## config.mk

```make
export PLATFORM = sky130hd
export DESIGN_NAME = oam_dma_arbiter_flat
export DESIGN_NICKNAME = d
export VERILOG_FILES = /design/src/rtl/oam_dma_arbiter_if.sv /design/src/rtl/oam_dma_arbiter.sv /design/src/flat_wrapper.sv
export SDC_FILE = /design/constraint.sdc
export NUM_CORES = 1
export LEC_CHECK = 0
export ABC_CLOCK_PERIOD_IN_PS = 2300
export CAP_MARGIN = 20
export CELL_PAD_IN_SITES_DETAIL_PLACEMENT = 1
export CELL_PAD_IN_SITES_GLOBAL_PLACEMENT = 1
export CORE_ASPECT_RATIO = 1.1
export CORE_MARGIN = 2
export CORE_UTILIZATION = 44
export DETAILED_ROUTE_END_ITERATION = 10
export DONT_BUFFER_PORTS = 1
export GPL_ROUTABILITY_DRIVEN = 0
export PLACE_DENSITY_LB_ADDON = 0.12
export SLEW_MARGIN = 20
export SYNTH_ARGS = -nofsm -noshare
export SYNTH_HDL_FRONTEND = slang
export SYNTH_SLANG_ARGS = --single-unit
```

## constraint.sdc

```tcl
create_clock -name clk -period 2.3 [get_ports clk]
set_input_delay 0.345 -clock clk [delete_from_list [all_inputs] [get_ports clk]]
set_output_delay 0.345 -clock clk [all_outputs]
set_load 0.03 [all_outputs]
```

## src/rtl/oam_dma_arbiter_if.sv

```systemverilog
// oam_dma_arbiter_if
// Groups the buses the OAM DMA arbiter sits between:
//   cpu_*  : sm83 core side (address, write data, write strobe, read data back)
//   mem_*  : system memory decoder side (mem_d_in is combinational for mem_addr)
//   oam_*  : dedicated OAM write port
//   dma_active : CPU bus blocked indication
// Modport master is the arbiter's view; slave is the surrounding system's view.
interface oam_dma_arbiter_if;
  logic [15:0] cpu_addr;
  logic [7:0]  cpu_d_out;
  logic        cpu_write;
  logic [7:0]  cpu_d_in;
  logic [15:0] mem_addr;
  logic [7:0]  mem_d_out;
  logic        mem_write;
  logic [7:0]  mem_d_in;
  logic [7:0]  oam_addr;
  logic [7:0]  oam_d;
  logic        oam_write;
  logic        dma_active;

  modport master (
    input  cpu_addr, cpu_d_out, cpu_write, mem_d_in,
    output cpu_d_in, mem_addr, mem_d_out, mem_write,
    output oam_addr, oam_d, oam_write, dma_active
  );

  modport slave (
    output cpu_addr, cpu_d_out, cpu_write, mem_d_in,
    input  cpu_d_in, mem_addr, mem_d_out, mem_write,
    input  oam_addr, oam_d, oam_write, dma_active
  );
endinterface

```

## src/rtl/oam_dma_arbiter.sv

```systemverilog
// oam_dma_arbiter
// Owns the shared memory bus between the sm83 core and the OAM DMA engine.
// Holds the DMA source register; a write to it copies DMA_LEN bytes from
// {src,8'h00} into OAM. While DMA runs, CPU accesses below OPEN_BASE are
// blocked (reads FF, writes dropped) and high-region writes are buffered.
// Ports:
//   clk  : system clock
//   rst  : asynchronous active-low reset
//   ce   : clock enable, one M-cycle per pulse
//   bus  : oam_dma_arbiter_if.master (cpu_*, mem_*, oam_*, dma_active)
module oam_dma_arbiter #(
  parameter logic [15:0] DMA_REG_ADDR = 16'hFF46,
  parameter int          DMA_LEN      = 160,
  parameter logic [15:0] OPEN_BASE    = 16'hFF00
) (
  input  logic                     clk,
  input  logic                     rst,
  input  logic                     ce,
  oam_dma_arbiter_if.master        bus
);

  localparam logic [7:0] LAST_IDX = 8'(DMA_LEN - 1);

  typedef enum logic [1:0] {
    IDLE   = 2'd0,
    START  = 2'd1,
    ACTIVE = 2'd2
  } state_t;

  state_t      state_r, state_nxt_s;
  logic [7:0]  src_r, src_nxt_s;
  logic [7:0]  idx_r, idx_nxt_s;
  logic        blk_r, blk_nxt_s;
  logic        wb_valid_r, wb_valid_nxt_s;
  logic [15:0] wb_addr_r, wb_addr_nxt_s;
  logic [7:0]  wb_data_r, wb_data_nxt_s;

  logic        reg_hit_s;
  logic        high_s;
  logic        dma_active_s;
  logic        drain_s;
  logic        capture_s;
  logic [7:0]  src_eff_s;

  // Address decode and bus-ownership qualifiers shared by both processes.
  always_comb begin
    reg_hit_s    = (bus.cpu_addr == DMA_REG_ADDR);
    high_s       = (bus.cpu_addr >= OPEN_BASE);
    dma_active_s = (state_r == ACTIVE) || ((state_r == START) && blk_r);
    // Sources E0-FF alias onto the C0-DF work RAM echo.
    if (src_r >= 8'hE0) begin
      src_eff_s = src_r - 8'h20;
    end else begin
      src_eff_s = src_r;
    end
    // A buffered high-region write goes out in the first unblocked cycle.
    drain_s   = wb_valid_r && !dma_active_s;
    // While blocked, high-region writes are held; during a drain cycle any
    // CPU write is held too so it is not lost to the drain.
    capture_s = bus.cpu_write && !reg_hit_s && (dma_active_s ? high_s : wb_valid_r);
  end

  // Next-state logic: FF46 trigger/restart, START handoff, ACTIVE counting.
  always_comb begin
    state_nxt_s    = state_r;
    src_nxt_s      = src_r;
    idx_nxt_s      = idx_r;
    blk_nxt_s      = blk_r;
    wb_valid_nxt_s = wb_valid_r;
    wb_addr_nxt_s  = wb_addr_r;
    wb_data_nxt_s  = wb_data_r;

    if (reg_hit_s && bus.cpu_write) begin
      src_nxt_s   = bus.cpu_d_out;
      state_nxt_s = START;
      // Keep the bus blocked across START when a copy was already running.
      blk_nxt_s   = (state_r == ACTIVE) || blk_r;
    end else begin
      case (state_r)
        IDLE: begin
          state_nxt_s = IDLE;
        end
        START: begin
          state_nxt_s = ACTIVE;
          idx_nxt_s   = 8'd0;
          blk_nxt_s   = 1'b0;
        end
        ACTIVE: begin
          idx_nxt_s = idx_r + 8'd1;
          if (idx_r == LAST_IDX) begin
            state_nxt_s = IDLE;
          end else begin
            state_nxt_s = ACTIVE;
          end
        end
        default: begin
          state_nxt_s = IDLE;
        end
      endcase
    end

    if (capture_s) begin
      wb_valid_nxt_s = 1'b1;
      wb_addr_nxt_s  = bus.cpu_addr;
      wb_data_nxt_s  = bus.cpu_d_out;
    end else if (drain_s) begin
      wb_valid_nxt_s = 1'b0;
    end else begin
      wb_valid_nxt_s = wb_valid_r;
    end
  end

  // State register; advances only on clock-enabled edges.
  always_ff @(posedge clk or negedge rst) begin
    if (!rst) begin
      state_r    <= IDLE;
      src_r      <= 8'd0;
      idx_r      <= 8'd0;
      blk_r      <= 1'b0;
      wb_valid_r <= 1'b0;
      wb_addr_r  <= 16'd0;
      wb_data_r  <= 8'd0;
    end else if (ce) begin
      state_r    <= state_nxt_s;
      src_r      <= src_nxt_s;
      idx_r      <= idx_nxt_s;
      blk_r      <= blk_nxt_s;
      wb_valid_r <= wb_valid_nxt_s;
      wb_addr_r  <= wb_addr_nxt_s;
      wb_data_r  <= wb_data_nxt_s;
    end
  end

  // Bus routing: DMA owns mem_addr in ACTIVE; otherwise CPU passes through.
  always_comb begin
    bus.cpu_d_in   = bus.mem_d_in;
    bus.mem_addr   = bus.cpu_addr;
    bus.mem_d_out  = bus.cpu_d_out;
    bus.mem_write  = 1'b0;
    bus.oam_addr   = 8'd0;
    bus.oam_d      = 8'd0;
    bus.oam_write  = 1'b0;
    bus.dma_active = dma_active_s;

    if (!rst) begin
      bus.mem_addr   = 16'd0;
      bus.mem_d_out  = 8'd0;
      bus.dma_active = 1'b0;
    end else begin
      if (state_r == ACTIVE) begin
        bus.mem_addr  = {src_eff_s, idx_r};
        bus.oam_addr  = idx_r;
        bus.oam_d     = bus.mem_d_in;
        bus.oam_write = 1'b1;
      end else begin
        bus.oam_write = 1'b0;
      end

      if (drain_s) begin
        bus.mem_addr  = wb_addr_r;
        bus.mem_d_out = wb_data_r;
        bus.mem_write = 1'b1;
      end else if (!dma_active_s) begin
        bus.mem_write = bus.cpu_write && !reg_hit_s;
      end else begin
        bus.mem_write = 1'b0;
      end

      // High-region reads during ACTIVE see whatever the memory system
      // returns; systems with a private IO/HRAM path can serve them there.
      if (reg_hit_s) begin
        bus.cpu_d_in = src_r;
      end else if (dma_active_s && !high_s) begin
        bus.cpu_d_in = 8'hFF;
      end else begin
        bus.cpu_d_in = bus.mem_d_in;
      end
    end
  end

endmodule

```

## src/flat_wrapper.sv

```systemverilog
// flat-port wrapper written by rule: the top's interface ports become plain ports
module oam_dma_arbiter_flat 
#(
  parameter logic [15:0] DMA_REG_ADDR = 16'hFF46,
  parameter int          DMA_LEN      = 160,
  parameter logic [15:0] OPEN_BASE    = 16'hFF00
)
  (clk, rst, ce, bus_cpu_addr, bus_cpu_d_out, bus_cpu_write, bus_mem_d_in, bus_cpu_d_in, bus_mem_addr, bus_mem_d_out, bus_mem_write, bus_oam_addr, bus_oam_d, bus_oam_write, bus_dma_active);
  oam_dma_arbiter_if bus_i ();
  input  logic clk;
  input  logic rst;
  input  logic ce;
  input wire logic [$bits(bus_i.cpu_addr)-1:0] bus_cpu_addr;
  input wire logic [$bits(bus_i.cpu_d_out)-1:0] bus_cpu_d_out;
  input wire logic [$bits(bus_i.cpu_write)-1:0] bus_cpu_write;
  input wire logic [$bits(bus_i.mem_d_in)-1:0] bus_mem_d_in;
  output wire logic [$bits(bus_i.cpu_d_in)-1:0] bus_cpu_d_in;
  output wire logic [$bits(bus_i.mem_addr)-1:0] bus_mem_addr;
  output wire logic [$bits(bus_i.mem_d_out)-1:0] bus_mem_d_out;
  output wire logic [$bits(bus_i.mem_write)-1:0] bus_mem_write;
  output wire logic [$bits(bus_i.oam_addr)-1:0] bus_oam_addr;
  output wire logic [$bits(bus_i.oam_d)-1:0] bus_oam_d;
  output wire logic [$bits(bus_i.oam_write)-1:0] bus_oam_write;
  output wire logic [$bits(bus_i.dma_active)-1:0] bus_dma_active;
  assign bus_i.cpu_addr = bus_cpu_addr;
  assign bus_i.cpu_d_out = bus_cpu_d_out;
  assign bus_i.cpu_write = bus_cpu_write;
  assign bus_i.mem_d_in = bus_mem_d_in;
  assign bus_cpu_d_in = bus_i.cpu_d_in;
  assign bus_mem_addr = bus_i.mem_addr;
  assign bus_mem_d_out = bus_i.mem_d_out;
  assign bus_mem_write = bus_i.mem_write;
  assign bus_oam_addr = bus_i.oam_addr;
  assign bus_oam_d = bus_i.oam_d;
  assign bus_oam_write = bus_i.oam_write;
  assign bus_dma_active = bus_i.dma_active;
  oam_dma_arbiter #(.DMA_REG_ADDR(DMA_REG_ADDR), .DMA_LEN(DMA_LEN), .OPEN_BASE(OPEN_BASE)) u_core (.clk(clk), .rst(rst), .ce(ce), .bus(bus_i));
endmodule
```

# Yosys cells after proc, flatten, opt, wreduce, memory -nomap -nowiden
# Cells that the tools add are included.
# totals
in_bits	36
reg_bits	44
output_inout_bits	51
# classes
bitwise_logic	1
n_mux	28
n_eq_ne	4
magnitude_cmp	2
n_reduce_logical	19
addsub	2
# op_table
operator	n
two-way mux 8 bit	10
two-way mux 16 bit	3
== test 16 bit (second input constant)	1
>= comparator 16 bit (second input constant)	1
case mux 8 bit (2 select lines)	1
two-way mux 1 bit	11
adder 8 x 1 -> 8 bit (second input constant)	1
== test 8 bit (second input constant)	1
>= comparator 8 bit (second input constant)	1
AND reduction 2 bit	4
subtractor 8 x 6 -> 8 bit (second input constant)	1
logical AND 1 bit	6
nonzero test 2 bit	3
two-way mux 2 bit	2
case mux 2 bit (2 select lines)	1
zero test 1 bit	3
AND reduction 3 bit	1
== test 2 x 1 -> 1 bit (second input constant)	1
== test 2 bit (second input constant)	1
logical OR 1 bit	2
inverter 1 bit	1

# Depth between registers and ports, before layout
# depth
word_depth	7
ltp_mapped	8
depth_no_buf	6

# Worst setup path after synthesis
# OpenSTA, ideal clock, no wires.
# synth_path
path_type	register to output
start	register u_core.state_r[0]
end	output port bus_mem_addr[13]
path_stages_with_launch	9
required_ps	1955
setup_slack_ps	-169
path_buffers	2
arrival_ps	2124
path_cell_list	dfrtp_1 -> inv_1 -> ha_1 -> clkbuf_1 -> a21oi_1 -> and2_1 -> clkbuf_1 -> a311oi_1 -> nor3b_1
# synth_between
elab_chain_cells	7
word_cells_on_any_way	9
classes_between	eq/ne: 2; mux: 3; reduce/logical: 4
# synth_rtl
element	line	rtl
start: declaration	oam_dma_arbiter.sv:30	state_t state_r, state_nxt_s;
start signal: assignment	oam_dma_arbiter.sv:124	state_r <= state_nxt_s;
== test 2 x 1 -> 1 bit	oam_dma_arbiter.sv:49	dma_active_s = (state_r == ACTIVE) || ((state_r == START) && blk_r);
logical AND 1 bit	oam_dma_arbiter.sv:49	
logical OR 1 bit	oam_dma_arbiter.sv:49	
zero test 1 bit	oam_dma_arbiter.sv:57	drain_s = wb_valid_r && !dma_active_s;
logical AND 1 bit	oam_dma_arbiter.sv:57	
two-way mux 16 bit (*)	oam_dma_arbiter.sv:159	if (drain_s) begin
two-way mux 16 bit (*)	oam_dma_arbiter.sv:145	if (!rst) begin
end: declaration	flat_wrapper.sv:18	output wire logic [$bits(bus_i.mem_addr)-1:0] bus_mem_addr;
# Every way passes the cells marked *; elsewhere a longest branch is shown, timed or not.

# Worst setup path after layout
# layout_path
start	input port bus_cpu_addr[5]
end	output port bus_cpu_d_in[7]
# layout_between
elab_chain_cells	6
word_cells_on_any_way	7
classes_between	order compare: 1; eq/ne: 1; mux: 3; reduce/logical: 2
# layout_rtl
element	line	rtl
start: declaration	flat_wrapper.sv:13	input wire logic [$bits(bus_i.cpu_addr)-1:0] bus_cpu_addr;
>= comparator 16 bit	oam_dma_arbiter.sv:48	high_s = (bus.cpu_addr >= OPEN_BASE);
zero test 1 bit	oam_dma_arbiter.sv:173	end else if (dma_active_s && !high_s) begin
logical AND 1 bit	oam_dma_arbiter.sv:173	
two-way mux 8 bit	oam_dma_arbiter.sv:173	
two-way mux 8 bit (*)	oam_dma_arbiter.sv:171	if (reg_hit_s) begin
two-way mux 8 bit (*)	oam_dma_arbiter.sv:145	
end: declaration	flat_wrapper.sv:17	output wire logic [$bits(bus_i.cpu_d_in)-1:0] bus_cpu_d_in;
# Marks and branches as above.

==> flow_summary.json <==
{
  "r2r_slack_ns": 0.28,
  "synth.area.top_cells": "dfrtp_1 37%, mux2_4 10%, nand2_1 5.5%",
  "synth-edff-count": 0,
  "path_delay_family": "simple AND/OR/NAND/NOR gates",
  "pre_cts_slack_ns": -0.0500,
  "syn-num-nets": 330,
  "dpl.hpwl_um": 5900,
  "drc": 0,
  "nets": 355,
  "grt_overflow": 0,
  "root_buffer": "clkbuf_8",
  "combPwrFrac_pct": 16.3,
  "start_util_pct": 45.1,
  "worstHoldPathType": "primary input to register",
  "ys_seq_elements": 44,
  "synth_cells": 290,
  "internal_power_mw": 1.42,
  "fmax_mhz": 443,
  "grt_pass1_wl_um": 13800,
  "skew_ns": 0.0118,
  "setup_slack_ns": 0.0405,
  "power_mw": 1.95,
  "placed_cells": 385,
  "vias": 2436,
  "area_growth_pct": 23.7,
  "num-fill-cells": 717,
  "worst_ep_required_time_ns": 1.96,
  "crit_path_frequent_cell": "buf_4",
  "critPathSlowestCell": "or4b_4",
  "grt_usage_pct": 24.4,
  "drt-met1-wl_um": 3770,
  "yosysSeqAreaShare_pct": 37.4,
  "pwr_density_cell_nw_per_um2": 537,
  "setup_violations": 0,
  "io_buffers": 0,
  "cts_made_buffers": 5,
  "cts_buffer_depth": 2,
  "power.share.clock_pct": 33.9,
  "vias_per_cell": 6.12,
  "avgRoutedWirePerCell_um": 22.9,
  "leakagePower_nw": 1.79,
  "finalWirelength_um": 9100,
  "status": "completed",
  "netlist_area_um2": 2940,
  "drive_above_1_share_pct": 34.2,
  "startpoint_type": "primary input",
  "setup_tns_ns": 0,
  "yosysUniqueCellTypes": 50,
  "die_h_um": 89.7,
  "grt_max_degree": 47,
  "crit_chain": "or4b_4 > buf_4 > nor4_2 > buf_4 > nand2_1 > buf_4 > o22a_4",
  "cts_tree": "built",
  "clk_latency_ns": 0.30,
  "met2WireLength_um": 4660,
  "antenna_found_initial": 0,
  "die_area_um2": 7350,
  "final_cells": 398,
  "dr.max_layer_used": "met4",
  "ctsHtreeMaxLevel": 2,
  "path_buf_inv": 3,
  "ant_nets": 0,
  "ys.flop_type": "dfrtp_1",
  "p_switching_mw": 0.537,
  "final_cell_mix": "44 x dfrtp_1, 42 x nand2_1, 29 x buf_4",
  "mostFrequentLayoutCell": "dfrtp_1",
  "endpoint_kind": "output port",
  "synth_top_cell_by_area": "dfrtp_1",
  "synth_warnings": 0,
  "worstPathMaxFanout": 6,
  "fin_util_pct": 55.8,
  "seq_power_share_pct": 49.7,
  "cap_violations": 0,
  "synth_top_area_share_pct": 37.4,
  "antenna_cells": 0,
  "min_period_ns": 2.26,
  "coreArea_um2": 6520,
  "synth_area_per_cell_um2": 10.1,
  "slew_headroom_pct": 65.6,
  "drv_slew": 0,
  "num_rows": 31,
  "io_pins": 87,
  "synthArstFlopShare_pct": 100,
  "grt_pass1_vias": 2568,
  "timing.critical_path.slowest_cell_delay_ns": 0.53,
  "clk_pin_slew_ns": 0.09,
  "drtIter0Drc": 85,
  "max-vdd-ir-drop_uv": 247,
  "first_pass_iters": 5,
  "p_sw_share_pct": 27.5,
  "die_w_um": 81.9,
  "tightest_slew_ns": 0.502,
  "min_period_over_period_pct": 98.2,
  "path_class": "primary input to output port",
  "cp.arrival_ns": 1.91,
  "hold_viol": 0,
  "wl_met3_um": 551,
  "rsz0062_at_grt": "true",
  "clock-sinks": 44
}
==> flip-flops by register name, summed over array words and instances, names as in the netlist <==
| signal | cells |
|---|---|
| u_core.src_r | 8 |
| u_core.wb_valid_r | 1 |
| u_core.wb_addr_r | 16 |
| u_core.blk_r | 1 |
| u_core.state_r | 2 |
| u_core.wb_data_r | 8 |
| u_core.idx_r | 8 |
==> power groups by stage <==
stage / Sequential, mW / Combinational, mW / Clock (mW)
after floorplan: 0.939 / 0.249 / 0
after global placement: 0.974 / 0.275 / 0
after detailed placement: 0.980 / 0.284 / 0
after CTS: 0.965 / 0.312 / 0.681
after global routing: 0.986 / 0.344 / 0.718
final: 0.972 / 0.319 / 0.663
==> worst paths after layout <==
path,start,end,depth (start not counted)
max in group asynchronous,rst,u_core.wb_addr_r[8]$_DFFE_PN0P_,2
worst max-delay path,bus_cpu_addr[5],bus_cpu_d_in[7],7
worst min-delay path,ce,u_core.state_r[1]$_DFFE_PN0P_,1
worst min register to register,u_core.wb_data_r[6]$_DFFE_PN0P_,u_core.wb_data_r[6]$_DFFE_PN0P_,1
min in group asynchronous,rst,u_core.idx_r[3]$_DFFE_PN0P_,2
worst max register to register,u_core.state_r[0]$_DFFE_PN0P_,u_core.wb_addr_r[15]$_DFFE_PN0P_,8
==> per-layer routing <==
layer	global-route usage, %	up-vias
li1	-	1106
met1	32.1	1245
met2	39.8	75
met3	4.82	10
met4	7.78	0
met5	0	-
==> Yosys cell counts (3+ instances only) <==
cell type,number
a21oi_1,10
mux2i_1,13
o211ai_1,4
nor2_1,4
o22a_1,8
dfrtp_1,44
o211a_1,14
a21boi_0,8
nand2b_1,4
nand2_1,43
mux2_1,4
nand3_1,7
mux2_2,10
mux2_4,20
nor2b_1,5
clkbuf_1,18
ha_1,4
inv_1,8
and3_1,19
and2_1,3
==> worst reg2reg max path, cell delays in order, from the launching register on <==
cell and delay, ns:
dfrtp_1 0.42, inv_2 0.08, ha_4 0.19, a21o_1 0.20, buf_4 0.15, o211a_1 0.24
nand3_4 0.14, buf_12 0.15, mux2_1 0.34
==> cell families after synthesis <==
logic type | synth area share [%]
flip-flops | 37.4
AND/OR/NAND/NOR | 18.2
adder cells (fa/ha/maj) | 1.70
multiplexers | 20.0
AO/OA/AOI/OAI | 17.4
buffers and inverters | 5.23
==> cell type report <==
cell class | count | area [µm²] | area share (%)
well taps | 82 | 103 | 2.82
flip-flops and latches | 44 | 1100 | 30.3
repair buffers | 41 | 434 | 11.9
clock inverters | 1 | 30.0 | 0.826
multi-input cells | 215 | 1840 | 50.7
clock buffers | 7 | 96.3 | 2.65
inverters | 8 | 30.0 | 0.826
==> per-stage QoR <==
step / instance area [µm²] / hold slack [ns]
floorplan: 2960 / 0.0494
global placement: 3270 / 0.0511
detailed placement: 3270 / 0.0510
CTS: 3490 / 0.116
global route: 3640 / 0.110
finish: 3640 / 0.120
==> timing repair <==
| item | CTS | global route |
|---|---|---|
| endpoints found under the hold margin | 44 | 0 |
| resized for setup | 10 | 25 |
| pin swaps | 1 | 1 |
| hold buffers | 2 | 0 |
| setup buffers | 2 | 0 |
| cloned | 0 | 1 |
| endpoints found under the setup margin | 33 | 32 |
(Power assumes the default switching activity.)
